===== config.mk =====
export PLATFORM = sky130hd
export DESIGN_NAME = instr_ptr_stack
export DESIGN_NICKNAME = d
export VERILOG_FILES = /design/src/rtl/instr_ptr_stack.sv
export SDC_FILE = /design/constraint.sdc
export NUM_CORES = 1
export LEC_CHECK = 0
export CAP_MARGIN = 20
export CELL_PAD_IN_SITES_DETAIL_PLACEMENT = 1
export CELL_PAD_IN_SITES_GLOBAL_PLACEMENT = 1
export CORE_MARGIN = 4
export CORE_UTILIZATION = 40
export DETAILED_ROUTE_END_ITERATION = 8
export GPL_TIMING_DRIVEN = 0
export PLACE_DENSITY_LB_ADDON = 0.1
export SYNTH_ARGS = -nofsm -noshare
export SYNTH_HDL_FRONTEND = slang
export SYNTH_SLANG_ARGS = --single-unit

===== constraint.sdc =====
create_clock -name clk -period 2.9 [get_ports clk]
set_input_delay 0.29 -clock clk [delete_from_list [all_inputs] [get_ports clk]]
set_output_delay 0.29 -clock clk [all_outputs]
set_load 0.01 [all_outputs]

===== src/rtl/instr_ptr_stack.sv =====
// Instruction pointer with a zero-latency load path and a hardware call/return stack.
// Optional feature macro: IPTR_STACK_TRAP_EN (overflow/underflow redirect ptr_out to TRAP_ADDR).
module instr_ptr_stack #(
    parameter int               WIDTH       = 8,
    parameter int               STACK_DEPTH = 4,
    parameter logic [WIDTH-1:0] RESET_ADDR  = '0,
    parameter logic [WIDTH-1:0] TRAP_ADDR   = '1
) (
    input  logic                               clk,
    input  logic                               reset,
    input  logic                               enable,
    input  logic                               jump_en,
    input  logic                               call_en,
    input  logic                               ret_en,
    input  logic [WIDTH-1:0]                   jump_addr,
    input  logic                               err_clr,
    output logic [WIDTH-1:0]                   ptr_out,
    output logic [$clog2(STACK_DEPTH+1)-1:0]   stack_level,
    output logic                               stack_full,
    output logic                               stack_empty,
    output logic                               err_ovf,
    output logic                               err_unf
);

    localparam int             LW      = $clog2(STACK_DEPTH + 1);
    localparam logic [LW-1:0]  DEPTH_L = LW'(STACK_DEPTH);

`ifdef IPTR_STACK_TRAP_EN
    localparam bit TRAP_ON = 1'b1;
`else
    localparam bit TRAP_ON = 1'b0;
`endif

    logic [WIDTH-1:0] prev_val;
    logic [WIDTH-1:0] prev_inc;
    logic [WIDTH-1:0] top_val;
    logic [WIDTH-1:0] mem [STACK_DEPTH];
    logic [LW-1:0]    level;
    logic [LW-1:0]    level_m1;
    logic             full_i;
    logic             empty_i;
    logic             push;
    logic             pop;
    logic             set_ovf;
    logic             set_unf;

    assign full_i   = (level == DEPTH_L);
    assign empty_i  = (level == '0);
    assign level_m1 = level - LW'(1);

    // Compare-based selection keeps the array exactly STACK_DEPTH entries for any depth.
    always_comb begin
        top_val = '0;
        for (int i = 0; i < STACK_DEPTH; i++) begin
            if (LW'(i) == level_m1) top_val = mem[i];
        end
    end

    always_comb begin
        ptr_out = prev_val;
        push    = 1'b0;
        pop     = 1'b0;
        set_ovf = 1'b0;
        set_unf = 1'b0;
        if (reset) begin
            ptr_out = RESET_ADDR;
        end else if (ret_en) begin
            if (!empty_i) begin
                ptr_out = top_val;
                pop     = 1'b1;
            end else begin
                ptr_out = TRAP_ON ? TRAP_ADDR : prev_val;
                set_unf = 1'b1;
            end
        end else if (call_en) begin
            if (!full_i) begin
                ptr_out = jump_addr;
                push    = 1'b1;
            end else begin
                ptr_out = TRAP_ON ? TRAP_ADDR : jump_addr;
                set_ovf = 1'b1;
            end
        end else if (jump_en) begin
            ptr_out = jump_addr;
        end else if (enable) begin
            ptr_out = prev_inc;
        end
    end

    always_ff @(posedge clk) begin
        if (reset) begin
            prev_val <= RESET_ADDR;
            prev_inc <= RESET_ADDR + WIDTH'(1);
            level    <= '0;
            err_ovf  <= 1'b0;
            err_unf  <= 1'b0;
        end else begin
            prev_val <= ptr_out;
            prev_inc <= ptr_out + WIDTH'(1);
            if (push) begin
                level <= level + LW'(1);
            end else if (pop) begin
                level <= level - LW'(1);
            end
            // A new error in the same cycle as err_clr wins.
            if (set_ovf)      err_ovf <= 1'b1;
            else if (err_clr) err_ovf <= 1'b0;
            if (set_unf)      err_unf <= 1'b1;
            else if (err_clr) err_unf <= 1'b0;
        end
    end

    // Return address is always the sequential successor of the previous pointer.
    always_ff @(posedge clk) begin
        for (int i = 0; i < STACK_DEPTH; i++) begin
            if (push && (LW'(i) == level)) mem[i] <= prev_inc;
        end
    end

    assign stack_level = level;
    assign stack_full  = !reset && full_i;
    assign stack_empty = reset || empty_i;

endmodule

* Word-level counts from Yosys, hierarchy flattened
Memory sizes are Yosys's and may differ from the RTL's.
Index checks and enable logic that the tools add are counted.
** Word-level totals
- Flip-flop bits (word level) :: 21
- RAM bits :: 32
- Input port bits :: 15
- Output and inout bits :: 15
- Word-level logic and storage cells :: 77
- Memories :: 1
** Operators by class
- Add/sub/neg operators :: 3
- Equality and inequality tests :: 7
- Mux-type cells :: 46
- Reductions and logical operators :: 15
** Memories
- mem :: depth 4, width 8, read ports 4, clocked after Yosys merged registers in 0, wr ports 1, line 37 : logic [WIDTH-1:0] mem [STACK_DEPTH];
** Operators with widths (count)
- two-way mux 8 bit :: 13
- two-way mux 1 bit :: 28
- OR reduction 8 bit :: 3
- == test 2 x 3 -> 1 bit (first input constant) :: 4
- adder 8 x 1 -> 8 bit (second input constant) :: 1
- == test 1 x 3 -> 1 bit (first input constant) :: 2
- zero test 3 bit :: 2
- two-way mux 2 bit :: 3
- two-way mux 3 bit :: 2
- nonzero test 2 bit :: 3
- logical AND 1 bit :: 5
- adder 3 x 1 -> 3 bit (second input constant) :: 1
- == test 3 bit (second input constant) :: 1
- subtractor 3 x 1 -> 3 bit (second input constant) :: 1
- zero test 1 bit :: 1
- logical OR 1 bit :: 1

* Logic depth before layout (Yosys ltp)
- Depth after elaboration :: 12
- Depth in mapped cells :: 11

* Worst setup path before layout
No wires, ideal clock.
- Path type :: register to register
- Start :: register level[0], in the netlist stack_level[0]
- End :: register prev_inc[7]
- Arrival :: 2.476 ns
- Required time :: 2.777 ns
- Setup slack :: 0.300 ns
- Cell stages (with the launch flop) :: 10
- Cells stage by stage :: dfxtp_1 inv_1 ha_1 or2_4 a21oi_4 a31oi_1 nor4_2 nand2_1 nor3_2 mux2_1
** On the way
- Cells in the longest elaborated chain, start to end :: 10
- Elaborated cells between the ends (all ways) :: 14
- Those cells by class :: 2 x add/sub; 3 x eq/ne; 7 x mux; 2 x reduce/logical
** RTL lines
- start, declared :: line 38 : logic [LW-1:0] level;
- start signal, assigned :: line 101 : level <= level + LW'(1);
- start signal, assigned :: line 103 : level <= level - LW'(1);
- subtractor 3 x 1 -> 3 bit :: line 49 : assign level_m1 = level - LW'(1);
- zero test 3 bit :: line 55 : if (LW'(i) == level_m1) top_val = mem[i];
- two-way mux 8 bit (4 in series) :: line 55
- two-way mux 8 bit * :: line 68 : if (!empty_i) begin
- two-way mux 8 bit * :: line 67 : end else if (ret_en) begin
- two-way mux 8 bit * :: line 65 : if (reset) begin
- via ptr_out[0] :: line 17 : output logic [WIDTH-1:0] ptr_out,
- adder 8 x 1 -> 8 bit * :: line 99 : prev_inc <= ptr_out + WIDTH'(1);
- end signal, assigned :: line 93 : prev_inc <= RESET_ADDR + WIDTH'(1);
- end signal, assigned :: line 99
- end, declared :: line 35 : logic [WIDTH-1:0] prev_inc;
The timed path passes the listed nets; every way through them passes the cells marked *.
A chain may end at the register's enable or synchronous reset.

* Final worst setup path
- Start :: register level[0], in the netlist stack_level[0]
- End :: output port ptr_out[7]
** On the way
- Cells in the longest elaborated chain, start to end :: 9
- Elaborated cells between the ends (all ways) :: 13
- Those cells by class :: 1 x add/sub; 3 x eq/ne; 7 x mux; 2 x reduce/logical
** RTL lines (line)
- subtractor 3 x 1 -> 3 bit :: 49
- zero test 3 bit :: 55
- two-way mux 8 bit (4 in series) :: 55
- two-way mux 8 bit * :: 68
- two-way mux 8 bit * :: 67
- two-way mux 8 bit * :: 65
- end, declared :: 17
Every way passes the cells marked *; elsewhere a longest branch is shown, timed or not.

==> impl_metrics.csv <==
group,metric,value,unit
run_status,status,"finished clean",
logic_synthesis,synth_nets,258,
die,io_pins,30,
logic_synthesis,synth-seq-cells,53,
global_routing,grt-ovfl-total,0,
sta,finalCriticalPeriod,2.791,ns
detailed_routing,viasPerCell,5.503,
worst_setup_path,crit_required,2.61,ns
min_path,hold_path_depth,2,
detailed_routing,detail-route-antenna-nets,0,
die,row_count,28,
logic_synthesis,synth_cell_type_count,44,
power_and_ir_drop,p_leak,1.184,nW
clock_network,insertion_delay,0.30,ns
clock_network,clk_pin_slew,0.10,ns
die,die_w,88.27,um
detailed_routing,firstDrtPassIters,4,
sta,fin_worst_skew,0.003823,ns
worst_setup_path,endpoint_kind,"output pin",
global_routing,antenna_found_initial,0,
power_and_ir_drop,p_per_area,798.1,nW/um^2
sta,slew_viol_final,0,
logic_synthesis,syn_avg_cell_area,10.97,um^2
sta,slew-limit-headroom,51.70,%
worst_setup_path,worstReg2RegStart,"stack_level[1]",
worst_setup_path,path_class,"flip-flop to output pin",
clock_network,root_buffer,"clkbuf_8",
sta,worst_pin_slew,0.7229,ns
clock_network,hold_buffers,0,
worst_setup_path,worstPathCellList,"inv_2 > ha_4 > buf_4 > nand3b_1 > a2111oi_4 > a21o_1 > a311oi_2 > nor2_1 > dlygate4sd2_1",
sta,rsz0062_at_grt,"yes",
min_path,hp-class,"flip-flop to flip-flop",
worst_setup_path,cp_max_fo,10,
clock_network,clockBufferDepth,2,
min_path,whs_endpoint,"err_unf",
clock_network,cts_tree,"yes",
worst_setup_path,r2r-end,"prev_inc[7]",
power_and_ir_drop,total_power,0.002604,W
logic_synthesis,ys_async_sr_fraction,0,%
global_routing,grt_pass1_wl,11.41,mm
detailed_routing,drtIter0Drc,115,
layout,final_layout_size_suffix_gt1_share,22.22,%
worst_setup_path,cp-start-kind,"flip-flop",
logic_synthesis,yosys_warnings,0,
die,start_util,42.28,%
die,die_area,7792,um^2
layout,area_growth,26.60,%
detailed_routing,vias,1948,
worst_setup_path,r2r_slack,0.35,ns
detailed_routing,wl_per_cell,19.50,um
die,core-area,6096,um^2
sta,setup_violations,0,
logic_synthesis,ys.flop_type,"edfxtp_1",
layout,nFillCells,665,
clock_network,htreeDepth,2,
clock_network,cts.sinks,53,
min_path,hp-start,"err_unf",
global_routing,grt_use_total,19.27,%
flow_run,cap_violations,0,
detailed_routing,drc,0,
clock_network,numCtsBuffers,5,
sta,finalHoldViolCount,0,
worst_setup_path,worst_path_max_delay_cell,"dfxtp_4",
worst_setup_path,cpPeakStageDelay,0.40,ns
global_routing,grt_max_degree,17,
layout,fin_util,53.53,%
placement,dpl.hpwl,4.977,mm
logic_synthesis,ys_seq_area_share,53.59,%
worst_setup_path,crit_arrival,2.50,ns
layout,fin_nets,301,
logic_synthesis,syn-cell-area,2577,um^2
layout,diodes,0,
power_and_ir_drop,ir_drop,0.3684,mV
sta,period_share,96.24,%
detailed_routing,wl,6.903,mm
global_routing,grt_pass1_vias,2110,
worst_setup_path,reg2regPathDepth,10,
placement,gp_congestion,0.7982,
logic_synthesis,synth_edf_count,32,
placement,io_buffers,28,
sta,max_freq,0.3583,GHz
die,die_h,88.27,um
logic_synthesis,synth_cells,235,
worst max-delay path: cells and delay by family, from the launching register on:
kind / cells / cell delay [ns]
compound gates: 3 / 0.65
buf+inv: 3 / 0.55
simple gates: 2 / 0.40
fa+ha+maj: 1 / 0.20
flops: 1 / 0.40
synthesized netlist by cell type, types with 7 or more instances:
cell | count | share of area, %
a21oi_1 | 11 | 2.1
nand2b_1 | 9 | 2.2
inv_1 | 9 | 1.3
edfxtp_1 | 32 | 37
nor2_1 | 18 | 2.6
buf_2 | 7 | 1.4
o21ai_0 | 15 | 2.9
nand2_1 | 18 | 2.6
ha_1 | 8 | 3.9
dfxtp_1 | 21 | 16
cell usage in the layout (no fill, tap or decap), drive strengths merged, types with 3 or more instances in the layout:
master,synthesis,routed
nand2,18,18
clkdlybuf4s50,0,22
a311oi,3,3
xnor2,4,4
nor2,18,18
nand3,3,3
nor4,11,11
o22ai,6,6
nor3b,3,3
dfxtp,21,21
edfxtp,32,32
mux2,6,6
a21boi,5,5
nand2b,9,9
a21oi,12,12
buf,7,16
dlymetal6s2s,0,5
a31oi,6,6
nand3b,3,3
o21ai,15,15
a211oi,3,3
clkbuf,6,11
inv,9,9
and3,4,4
ha,8,8
metal layers:
layer | share of wire, % | vias up | GRT usage [%]
met5 | 0 | - | 0
met4 | 0.64 | 0 | 4.121
met3 | 3.4 | 4 | 2.700
met2 | 47 | 41 | 31.27
met1 | 49 | 949 | 27.55
li1 | - | 954 | -
registers in the layout, indices dropped and copies added (netlist names):
name and count:
mem 32, prev_inc 8, prev_val 8, stack_level 3, err_ovf 1, err_unf 1
cell type report:
type / instances / area (um^2) / share of cell area (%)
plain buffers: 13 / 68.82 / 2.109
inverters: 9 / 36.28 / 1.112
repair buffers: 36 / 351.6 / 10.77
clock inverters: 2 / 15.01 / 0.4601
well taps: 75 / 93.84 / 2.876
flip-flops and latches: 53 / 1389 / 42.56
clock buffers: 6 / 72.57 / 2.224
multi-input cells: 160 / 1236 / 37.88
where the power goes:
| part | internal, W | switching (W) |
|---|---|---|
| Combinational | 0.000484 | 0.000662 |
| Clock | 0.000171 | 0.000251 |
| Sequential | 0.000936 | 0.000100 |
| Total | 0.00159 | 0.00101 |
how the worst max path moves through the flow:
stage | cells after the start | to | start
after floorplan | 9 | prev_inc[7] | stack_level[0]
after global placement | 4 | mem[0][1] | reset
after detailed placement | 9 | ptr_out[7] | stack_level[0]
after CTS | 8 | ptr_out[5] | stack_level[0]
after global routing | 10 | ptr_out[7] | stack_level[0]
final | 9 | ptr_out[7] | stack_level[0]
cells by family (layout without fill, tap and decap cells):
family	count (synthesis)	after routing	synth area share, %
XOR/XNOR	6	6	2.039
multiplexers	8	8	3.398
flip-flops	53	53	53.59
buffers and inverters	22	66	3.543
AND/OR/NAND/NOR	78	78	18.20
adder cells (fa/ha/maj)	8	8	3.884
AO/OA/AOI/OAI	60	60	15.34
through the flow:
| stage | instances | instance area [um^2] | setup TNS (ns) | setup WS, ns | hold slack [ns] |
|---|---|---|---|---|---|
| floorplan | 235 | 2577 | 0 | 0.3002 | 0.4546 |
| global placement | 338 | 2952 | -5.679 | -0.6456 | 0.4599 |
| detailed placement | 339 | 2965 | -0.6553 | -0.3597 | 0.4815 |
| CTS | 353 | 3168 | -0.3807 | -0.1057 | 0.4961 |
| global route | 354 | 3263 | -0.04689 | -0.03498 | 0.5497 |
| finish | 354 | 3263 | 0 | 0.1090 | 0.4931 |
timing repair:
item / CTS / global route
gates resized for setup: 19 / 32
setup endpoints to repair: 10 / 9
buffers inserted: 6 / 1
pin swaps: 6 / 4
Note: power is estimated with default switching activity, not from simulation.
==> edit 1 (same settings) <==
Set the parameter `WIDTH` to 12 (it was 8).
--- a/src/rtl/instr_ptr_stack.sv
+++ b/src/rtl/instr_ptr_stack.sv
@@ -3,3 +3,3 @@
 module instr_ptr_stack #(
-    parameter int               WIDTH       = 8,
+    parameter int               WIDTH       = 12,
     parameter int               STACK_DEPTH = 4,
Ports: changed (resized jump_addr and ptr_out); port bits go from 30 to 38. The function was not compared with the original's and may differ.
==> edit 1 against the original RTL <==
  * Total power up 43%
  * Routed wire length rose by 60%
  * Design area rose by 45%
  * Via count increased by 47%
  * Hold slack gained 0.0041 ns
  * Setup slack got worse by 0.11 ns
  * Final cell count rose by 46%
  * Area after synthesis rose by 42%
  * Register-to-register slack worse by 0.35 ns
  * Sequential cell count increased by 24
  * Maximum frequency decreased by 3.7%
  * Critical path type is now register to register
  * Largest power group is now sequential cells
  * Highest routed layer unchanged
==> edit 1: results (changes against the original RTL) <==
Outcome
  • Outcome: finished clean

Global route
  • Tot GR Track Use: 20.30% (+1.0 points)
  • First-pass GRT wire length: 16.95 mm (+49%)
  • Antenna violations before repair: 0 (unchanged)
  • Pin count of the biggest net entering global routing: 15 (-2)
  • Vias in the first global route: 2,950 (+40%)

Route
  • Starting DRT DRC Count: 179 (+56%)
  • Post-Route WL: 11.02 mm (+60%)
  • Vias per cell: 5.531 (+0.51%)
  • WL/cell: 21.35 um (+9.5%)

Placement
  • Setup Slack @ Placement: -0.5072 ns (-0.1475 ns)
  • IO Port Bufs: 36 (+29%)
  • Hpwl dp: 7.601 mm (+53%)
  • GP Congestion: 0.7734 (-3.1%)
  • DP Cell Count: 479 (+41%)

Pwr
  • Maximum vdd drop: 0.0003071 V (-17%)
  • Leakage: 1.756 nW (+48%)
  • Sw Share: 36.48% (-2.4 points)

STA
  • Setup WS post-layout: 0.001425 ns (-0.1076 ns)
  • Max-slew violations: 0 (unchanged)
  • Slew HR: 35.89% (-16 points)
  • Worst clock skew: 0.007456 ns (+0.003633 ns)
  • Hold Slack: 0.4971 ns (+0.004053 ns)

Synth
  • Syn_nets: 361 (+40%)
  • Synth top area cells: edfxtp_1 39%, dfxtp_1 16%, a21oi_1 4.1%
  • Post-synth EDFFs: 48 (+50%)
  • Synth warn: 0 (unchanged)
  • Commonest cells post-synth: 48 x edfxtp_1, 30 x a21oi_1, 29 x dfxtp_1, 21 x o21ai_0, 20 x nor2_1
  • Synth Area per Inst: 10.93 sq um (-0.34%)
  • Distinct cells, synth: 62 (+41%)
  • Sequential area share after synthesis: 55.38% (+1.8 points)

Final layout
  • Top Registers: mem (48), prev_inc (12), prev_val (12)
  • Layout cell share with drive strength beyond 1: 28.68% (+6.5 points)
  • # fillers: 962 (+45%)
  • Final nets: 430 (+43%)

Clock tree
  • Worst-path clk slew: 0.09 ns
  • CTS Buf Count: 9 (+4)
  • Htree depth: 3 (+1)
  • Skew-Pair Late Insertion Delay: 0.35 ns (+0.05 ns)

Setup path
  • Worst Path Max Fanout: 10 (unchanged)
  • Worst Path Arrival: 3.14 ns (+0.64 ns)
edit 1: cell count changes in the layout (fill, tap and decap cells not counted), moves of 7 or more:
cell	unedited run	this run
dfxtp_1	19	27
a21oi_1	9	29
o21ai_0	10	19
buf_4	11	25
edfxtp_1	32	48
nand2b_1	9	16
edit 1: per-layer routing:
| layer | up-vias | share of wire, % | global-route usage (%) |
|---|---|---|---|
| li1 | 1366 | - | - |
| met1 | 1424 | 49 | 29.29 |
| met2 | 50 | 46 | 31.96 |
| met3 | 14 | 3.3 | 2.985 |
| met4 | 0 | 1.3 | 5.698 |
| met5 | - | 0 | 0 |
edit 1: cells by family after synthesis:
group / Yosys count / synth area share, %
compound gates: 87 / 15.18
xor+xnor: 10 / 2.399
fa+ha+maj: 8 / 2.742
buf+inv: 38 / 4.523
flops: 77 / 55.38
mux: 6 / 1.748
simple gates: 108 / 18.03
edit 1: critical path: stages (launching register included):
cell,delay (ns)
dfxtp_4,0.39
clkinvlp_4,0.16
ha_4,0.21
buf_6,0.14
nand3b_1,0.17
a221o_1,0.37
a221oi_2,0.35
nand2_2,0.10
buf_4,0.16
nor3_4,0.16
nand4_1,0.22
mux2_4,0.35
edit 1: final timing paths:
check	from	endpoint	cells after the start
max	stack_level[0]$_SDFFE_PP0P_	prev_inc[11]$_SDFF_PP0_	11
min reg2reg	err_unf$_SDFFE_PP0P_	err_unf$_SDFFE_PP0P_	2
min	err_unf$_SDFFE_PP0P_	err_unf$_SDFFE_PP0P_	2
max reg2reg	stack_level[0]$_SDFFE_PP0P_	prev_inc[11]$_SDFF_PP0_	11
edit 1: repair_timing:
action                                  4_1_cts  5_1_grt
pin swaps                                    11       10
resized for setup                            60       30
setup buffers                                 6       15
endpoints found under the setup margin       59       51
hold buffers                                  0        0
edit 1: cell type report:
class	instances	area [sq um]	share of cell area, %
buffer	20	131.4	2.780
clock buffer	9	123.9	2.621
clock inverter	7	75.07	1.589
inverter	18	71.32	1.509
multi-input combinational	219	1653	34.97
sequential	77	2027	42.89
tap	108	135.1	2.859
timing repair buffer	58	509.2	10.78
edit 1: per-stage QoR:
stage                     area, sq um  setup TNS [ns]
after floorplan                  3651               0
after global placement           4146          -33.55
after detailed placement         4164          -22.04
after CTS                        4544          -1.471
after global routing             4726         -0.3051
final                            4726               0
edit 1: power by group through the flow:
stage               clock (mW)  sequential, mW  combinational (mW)
CTS                      0.837            1.45                1.24
global route             0.884            1.47                1.55
floorplan                    0            1.42               0.685
global placement             0            1.46                1.07
finish                   0.832            1.45                1.43
detailed placement           0            1.47                1.10
==> edit 2 (same flow settings) <==
Made on the original files. Put one more register stage on the output `err_ovf`, cleared by the reset. The value now appears one clock later. The other outputs are not delayed to match.
--- a/src/rtl/instr_ptr_stack.sv
+++ b/src/rtl/instr_ptr_stack.sv
@@ -26,2 +26,4 @@
     localparam logic [LW-1:0]  DEPTH_L = LW'(STACK_DEPTH);
+
+    logic err_ovf_s0;
 
@@ -94,3 +96,3 @@
             level    <= '0;
-            err_ovf  <= 1'b0;
+            err_ovf_s0 <= 1'b0;
             err_unf  <= 1'b0;
@@ -105,4 +107,4 @@
             // A new error in the same cycle as err_clr wins.
-            if (set_ovf)      err_ovf <= 1'b1;
-            else if (err_clr) err_ovf <= 1'b0;
+            if (set_ovf)      err_ovf_s0 <= 1'b1;
+            else if (err_clr) err_ovf_s0 <= 1'b0;
             if (set_unf)      err_unf <= 1'b1;
@@ -123,2 +125,10 @@
 
+    always_ff @(posedge clk) begin
+        if (reset) begin
+            err_ovf <= '0;
+        end else begin
+            err_ovf <= err_ovf_s0;
+        end
+    end
+
 endmodule
Function: changed (Yosys sat finds a counterexample within 10 cycles, from zero or initial values and one cycle with reset high).
==> edit 2 against the original RTL <==
  * Setup slack worse by 0.015 ns
  * Design area is 0.88% higher
  * Count of clock-buffer cells in the layout is 1 lower
  * Combinational power is 30% higher
  * Routed wire length is 2.0% lower
  * Hold slack worse by 0.026 ns
  * Final cell count is 1.1% higher
  * Maximum frequency is 0.52% lower
  * Sequential share of layout area is 0.16 points higher
  * Total power is 20% higher
  * Register-to-register slack worse by 0.25 ns
  * Area after synthesis is 1.8% higher
  * Sequential cell count is 1 higher
  * Critical path type unchanged
==> edit 2: results (changes against the original RTL) <==
Outcome
  • Outcome: finished clean

Final layout
  • Non-clk buf share: 12.58% (-0.30 points)
  • Non-Clock Buffer Count: 50 (+2.0%)
  • Layout cell share with drive strength beyond 1: 22.78% (+0.55 points)
  • Final nets: 303 (+0.66%)
  • Seq area share: 42.72% (+0.16 points)
  • Multi-Input Combinational: 157 (-1.9%)
  • Signal inverters: 12 (+3)
  • Clk tree area frac: 3.421% (+0.74 points)
  • Multi-input combinational cell area: 1214 sq um (-1.8%)
  • # fillers: 686 (+3.2%)

Global route
  • Pin count of the biggest net entering global routing: 18 (+1)
  • Tot GR Track Use: 18.41% (-0.86 points)

Setup path
  • Worst Path Arrival: 2.52 ns (+0.02 ns)
  • Top delay family on crit path: buffers and inverters

Synth
  • Multiplexer share of the synthesized area: 3.386% (-0.012 points)
  • Sequential area share after synthesis: 53.41% (-0.18 points)
  • Commonest cells post-synth: 32 x edfxtp_1, 22 x dfxtp_1, 20 x nor2_1, 16 x nand2_1, 14 x a21oi_1
  • Syn_nets: 257 (-0.39%)
  • Post-Synth XOR/XNOR Area: 2.337% (+0.30 points)
  • Compound-Gate Fraction of Synth Area: 14.78% (-0.56 points)
  • Adder-cell share of the synthesized area: 3.815% (-0.069 points)

Route
  • Starting DRT DRC Count: 90 (-22%)

Placement
  • GP Congestion: 0.7686 (-3.7%)
  • Placed cell areas: 2990 sq um (+0.84%)
  • Setup Slack @ Placement: -0.1451 ns (+0.2147 ns)
  • IO Port Bufs: 27 (-3.6%)
  • Hpwl dp: 4.917 mm (-1.2%)

STA
  • Worst clock skew: 0.01327 ns (+0.009443 ns)
  • Actual slew at the worst max-slew pin: 0.7353 ns (+0.01233 ns)

Clock tree
  • Post-CTS Setup Bufs: 9 (+3)
  • # clock sinks: 54 (+1.9%)
  • Clk buf depth: 2 (unchanged)

Pwr
  • Maximum vdd drop: 0.0003241 V (-12%)
  • Leakage: 1.187 nW (+0.17%)
  • PwrDens: 949.8 nW/um^2 (+19%)
==> edit 2: cell types whose count changed in the layout (fill, tap and decap cells not counted), sizes merged, moves of 3 or more <==
cell | unedited run | this run
a221oi | 1 | 4
inv | 9 | 12
buf | 16 | 20
clkdlybuf4s50 | 22 | 19
nand2b | 9 | 6
a311oi | 3 | 0
dlygate4sd2 | 1 | 7
dlymetal6s2s | 5 | 0
==> edit 2: worst register-to-register path: cells and delay by family (launching register included) <==
kind / cells / cell delay (ns)
compound gates: 1 / 0.11
fa+ha+maj: 1 / 0.22
simple gates: 5 / 0.95
buf+inv: 5 / 0.72
flops: 1 / 0.39
mux: 1 / 0.32
==> edit 2: final timing paths <==
check                           endpoint  cells after the start  slack (ns)
setup / recovery              ptr_out[2]                     10        0.09
setup reg to reg  prev_inc[7]$_SDFF_PP0_                     13        0.10
hold reg to reg     err_unf$_SDFFE_PP0P_                      2        0.47
hold / removal      err_unf$_SDFFE_PP0P_                      2        0.47
==> edit 2: layer usage <==
metal	up-vias	GRT usage (%)	routed length [um]
met4	0	5.007	81
met3	10	3.134	211
met5	-	0	0
li1	953	-	-
met2	39	29.55	3152
met1	968	25.83	3318
==> edit 2: report_power, final <==
group / total [mW] / leakage, nW / switching [mW] / internal (mW)
Combinational: 1.50 / 0.656 / 0.844 / 0.660
Sequential: 1.11 / 0.476 / 0.120 / 0.990
Clock: 0.513 / 0.0547 / 0.255 / 0.258
Total: 3.13 / 1.19 / 1.22 / 1.91
==> edit 2: per-stage QoR <==
stage	TNS (ns)	std cells
floorplan	0	234
global placement	-0.5877	338
detailed placement	-0.7010	338
CTS	0	355
global route	-0.1225	358
finish	0	358
